$ cat config.mk
export PLATFORM = sky130hd
export DESIGN_NAME = decoder_0_seq
export DESIGN_NICKNAME = d
export VERILOG_FILES = /design/src/rtl/decoder_0_seq.sv
export SDC_FILE = /design/constraint.sdc
export NUM_CORES = 1
export LEC_CHECK = 0
export ABC_AREA = 1
export BUFFER_PORTS_ARGS = -buffer_cell sky130_fd_sc_hd__buf_4
export CORE_UTILIZATION = 24
export CTS_CLUSTER_SIZE = 14
export DETAILED_ROUTE_END_ITERATION = 10
export PLACE_DENSITY_LB_ADDON = 0.12
export REMOVE_ABC_BUFFERS = 1
export SLEW_MARGIN = 10
export SYNTH_ARGS = -nofsm -noshare
export SYNTH_HDL_FRONTEND = slang
export SYNTH_SLANG_ARGS = --single-unit
$ cat constraint.sdc
create_clock -name clk -period 1.83 [get_ports clk]
set_clock_uncertainty 0.2 [all_clocks]
set_input_delay 0.0915 -clock clk [delete_from_list [all_inputs] [get_ports clk]]
set_output_delay 0.0915 -clock clk [all_outputs]
set_load 0.03 [all_outputs]
$ cat src/rtl/decoder_0_seq.sv
// decoder_0_seq: registered BCD-to-decimal decoder with handshake input.
// One active-low BCD code is taken per handshake. Its active-low decimal line
// is strobed for HOLD_CYC cycles, followed by an optional blanking gap.
// Codes 10..15 are rejected, flagged with a one-cycle pulse and counted.
module decoder_0_seq #(
  parameter int HOLD_CYC = 4,
  parameter int GAP_CYC  = 1,
  parameter int ERR_W    = 8
) (
  input  logic             clk,
  input  logic             rst_n,
  input  logic             in_valid,
  output logic             in_ready,
  input  logic [3:0]       Y_n,
  output logic [8:0]       I_n,
  output logic             out_valid,
  output logic             err_pulse,
  output logic [ERR_W-1:0] err_cnt
);

  // The counter must hold the larger of the two phase lengths.
  localparam int MAX_CYC = (HOLD_CYC > GAP_CYC) ? HOLD_CYC : GAP_CYC;
  localparam int CNT_W   = (MAX_CYC < 1) ? 1 : $clog2(MAX_CYC + 1);
  // Counters load with length-1 and the phase ends when they reach zero.
  localparam logic [CNT_W-1:0] HOLD_LOAD = CNT_W'(HOLD_CYC - 1);
  localparam logic [CNT_W-1:0] GAP_LOAD  = CNT_W'((GAP_CYC > 0) ? (GAP_CYC - 1) : 0);

  typedef enum logic [1:0] {
    ST_IDLE  = 2'd0,
    ST_DRIVE = 2'd1,
    ST_GAP   = 2'd2
  } state_t;

  state_t           state_q, state_d;
  logic [CNT_W-1:0] cnt_q, cnt_d;
  logic [8:0]       i_n_q, i_n_d;
  logic             out_valid_q, out_valid_d;
  logic             err_pulse_q, err_pulse_d;
  logic [ERR_W-1:0] err_cnt_q, err_cnt_d;

  logic [3:0] code_n;
  logic       code_ok;
  logic [8:0] code_lines;

  // Decode the incoming code: n = ~Y_n. Zero means "no line", 10..15 are illegal.
  always_comb begin
    code_n     = ~Y_n;
    code_ok    = (code_n <= 4'd9);
    code_lines = 9'h1FF;
    if (code_n != 4'd0 && code_ok) begin
      code_lines = ~(9'd1 << (code_n - 4'd1));
    end
  end

  // State register and registered outputs; reset aborts any strobe in progress.
  always_ff @(posedge clk or negedge rst_n) begin
    if (!rst_n) begin
      state_q     <= ST_IDLE;
      cnt_q       <= '0;
      i_n_q       <= 9'h1FF;
      out_valid_q <= 1'b0;
      err_pulse_q <= 1'b0;
      err_cnt_q   <= '0;
    end else begin
      state_q     <= state_d;
      cnt_q       <= cnt_d;
      i_n_q       <= i_n_d;
      out_valid_q <= out_valid_d;
      err_pulse_q <= err_pulse_d;
      err_cnt_q   <= err_cnt_d;
    end
  end

  // Next-state logic: accept in IDLE only, time the strobe and the blanking gap.
  always_comb begin
    state_d     = state_q;
    cnt_d       = cnt_q;
    i_n_d       = i_n_q;
    out_valid_d = out_valid_q;
    err_pulse_d = 1'b0;
    err_cnt_d   = err_cnt_q;
    case (state_q)
      ST_IDLE: begin
        if (in_valid) begin
          if (code_ok) begin
            state_d     = ST_DRIVE;
            cnt_d       = HOLD_LOAD;
            i_n_d       = code_lines;
            out_valid_d = 1'b1;
          end else begin
            // Rejected code: stay ready for another code on the next edge.
            err_pulse_d = 1'b1;
            if (err_cnt_q != {ERR_W{1'b1}}) begin
              err_cnt_d = err_cnt_q + 1'b1;
            end
          end
        end
      end
      ST_DRIVE: begin
        if (cnt_q == '0) begin
          i_n_d       = 9'h1FF;
          out_valid_d = 1'b0;
          if (GAP_CYC > 0) begin
            state_d = ST_GAP;
            cnt_d   = GAP_LOAD;
          end else begin
            state_d = ST_IDLE;
            cnt_d   = '0;
          end
        end else begin
          cnt_d = cnt_q - 1'b1;
        end
      end
      ST_GAP: begin
        if (cnt_q == '0) begin
          state_d = ST_IDLE;
        end else begin
          cnt_d = cnt_q - 1'b1;
        end
      end
      default: begin
        state_d     = ST_IDLE;
        cnt_d       = '0;
        i_n_d       = 9'h1FF;
        out_valid_d = 1'b0;
      end
    endcase
  end

  assign in_ready  = (state_q == ST_IDLE);
  assign I_n       = i_n_q;
  assign out_valid = out_valid_q;
  assign err_pulse = err_pulse_q;
  assign err_cnt   = err_cnt_q;

endmodule

==> reports/results.txt <==
The most used flip-flop cell after synthesis is dfrtp_1. Number of diodes: 0. The final setup violation count is 0. For this run, asynchronously set or reset flops after synthesis account for 100%. The remaining routing DRC violations was 0.

The commonest cells after synthesis are 94 x nand2_1, 18 x inv_1, 15 x dfrtp_1, 14 x nor2_1, 13 x nand3_1. The final cell count without fillers is 299. For the finished layout, the period the worst path requires is 1.64 ns.

After legalization and detailed placement, the total HPWL measured 2180 um. From left edge to right edge, the die measures 77.7 um. The synthesized design contains 0 enable-type register cells. The maximum frequency from static timing analysis is 611 MHz. The initialized floorplan defines 27 standard-cell rows.

For the number of antenna violations at the first check in global routing, the log shows 0. The flow ran to the end, and the final reports show no timing, DRC or antenna violations. At the end of the flow, the number of nets in the layout was 238. The first routing iteration left 63 violations.

Synthesis handed over a netlist of 191 instances. The tools report the sink count of the clock tree as 24. The Yosys step of the flow raised 0 warnings. The overall die height works out to 77.7 um. The total routing usage reported by global routing was 11.1%; the average size of a mapped cell was 7.21 um^2. The number of endpoints with negative hold slack in the final report is 0, and the CTS buffer count is 3.

The cell type with the largest total area after synthesis is dfrtp_1. The final layout contains routed wiring with a total length of 2970 um. The first detailed-routing pass took 4 iterations. The remaining antenna violation count after routing was 0. The tools report the floorplan die area as 0.00604 mm^2. The final count of pins violating max slew is 0, and the maximum buffer depth of the clock tree is 2. Port buffering added 26 buffers. The critical-path maximum fanout was 10. CTS placed an instance of clkbuf_8 at the clock tree root.

The tools report the total overflow reported by the global router as 0. The kind of start point of the critical path is a flip-flop. For the worst-skew pair, the clock arrives at the later sink with an insertion delay of 0.26 ns. The tools report the maximum number of pins on one net before global-route repair as 25. By area the synthesized netlist is led by dfrtp_1 27%, nand2_1 26%, dfstp_2 17%, inv_1 4.9%, nand3_1 4.7%. The worst setup path is captured at a flip-flop. The tools report the global-route wire length before repair as 5280 um. In the final timing run, aggregate negative setup slack is 0 ns. The most common cell in the synthesized netlist was nand2_1.

For the total via count after detailed routing, the log shows 1213. For the worst setup path, the data required time is 1.79 ns. The congestion estimate from routability-driven global placement came to 0.714. The critical path in this run is classified as reg2reg. The remaining max-slew budget at the tightest pin was 78.7%; the detail-routed via count per cell was 4.06. Summed over all cells, the static leakage comes to 0.000948 uW.

Sequential cells were found to cover 44.5% of the synthesized design area. Setup repair after global routing left no endpoint under its margin. The type of the most critical hold path is in2reg. The number of distinct library cells after synthesis is 20, and the share of the cycle needed by the critical path after routing is 89.5%. The number of levels in the clock H-tree is 1, and the clock transition at the register clock pins on the worst setup and hold paths after CTS is 0.08 ns.

Dividing the detail-routed wire length by the instance count gives 9.93 um. For the signal arrival time at the worst endpoint, the log shows 1.60 ns. The synthesized design contains 24 register bits. The tools report the via count of the first global-routing pass as 1156. Total standard cell area after synthesis: 0.00138 mm^2.

For this configuration, the core starts out at a cell density of 25.0%. The worst supply voltage drop on vdd was 0.000661 V; the actual slew at the worst max-slew pin was 0.320 ns. Including well taps, the total number of placed cells is 290. The share of the synthesized area in the top cell type is 27.3%. The post-route netlist has 24.2% of its cells at a drive strength greater than 1. The area growth from synthesis to layout is 29.1%. The layout has 599 filler cells. In this run the power density over the cells is 1670 mW/mm^2. TritonCTS built the clock tree.

After floorplanning, the core was sized to cover 0.00551 mm^2. For this design the top-level I/O count stands at 27. For the post-CTS setup-driven buffer insertion count, the log shows 0. The run gives 0 as the max-cap violation count.
## sequential cells by signal (all words and copies together), names as in the netlist
signal     cells
I_n            9
err_cnt        8
cnt_q          3
state_q        2
err_pulse      1
out_valid      1
## cell usage in the layout, fill, tap and decap left out, types with 3 or more instances in the layout
master,count
nor2_1,14
nand3b_1,3
dfrtp_1,15
inv_1,18
clkbuf_8,4
buf_4,28
nand2_2,3
ha_1,3
dlygate4sd3_1,5
nand2_1,94
dfstp_2,9
nand3_1,13
nor2_4,3
nand2_4,3
## cells by family after synthesis
family	synth area share, %
and+or+nand+nor	43.9
DFF	44.5
buffers and inverters	6.27
xor gates and xnor gates	1.91
adders and majority gates	2.73
AOI/OAI and AO/OA	0.727
## cell type report
cell class                 count  area [um^2]  area share, %
sequential                    24          612           34.4
inverter                      21         81.3           4.58
tap                           72         90.1           5.07
multi-input combinational    145          678           38.2
clock buffer                   4         55.1           3.10
timing repair buffer          33          260           14.6
## critical path, stage by stage (launching register included)
cell and delay, ns:
dfrtp_1 0.43, ha_1 0.26, inv_1 0.07, nor2_2 0.14, nand2_1 0.10, nand2_4 0.15
inv_4 0.07, nand2_1 0.07, nand2_1 0.04
## timing repair
action                                  CTS  global route
endpoints found under the hold margin    33             0
endpoints found under the setup margin    0             0
hold buffers                              5             0
gates resized for setup                   0             0
## stage by stage
step | cell area [um^2] | setup slack [ns] | power [uW] | utilization [%] | hold slack, ns
floorplan | 1370 | 0.154 | 2140 | - | -0.404
global placement | 1670 | 0.179 | 2640 | 30.4 | -0.182
detailed placement | 1670 | 0.195 | 2630 | 30.4 | -0.179
CTS | 1780 | 0.175 | 3020 | 32.3 | 0.0113
global route | 1780 | 0.0546 | 3260 | 32.3 | 0.0277
finish | 1780 | 0.192 | 2970 | 32.3 | 0.0173
## where the power goes
part / switching [uW] / internal [uW] / leakage (uW)
registers: 149 / 813 / 0.000291
logic: 1080 / 566 / 0.000628
clock network: 169 / 192 / 0.0000288
## per-layer routing
metal	global-route usage, %	vias to the layer above	share of wire, %
li1	-	652	-
met1	14.4	537	50
met2	18.5	22	46
met3	2.94	2	3.9
met4	2.08	0	0.51
met5	0	-	0
## path summary, 6_finish.rpt
path | startpoint | endpoint | slack, ns | cells past startpoint
setup / recovery | err_cnt[1] | err_cnt[5] | 0.19 | 8
hold / removal | Y_n[3] | I_n[2] | 0.02 | 6
setup reg to reg | err_cnt[1] | err_cnt[5] | 0.19 | 8
hold reg to reg | I_n[4] | I_n[4] | 0.26 | 2
max in group asynchronous | rst_n | I_n[6] | 1.08 | 2
min in group asynchronous | rst_n | state_q[1] | 0.06 | 2
No activity file was read; power rests on OpenSTA's default activity.
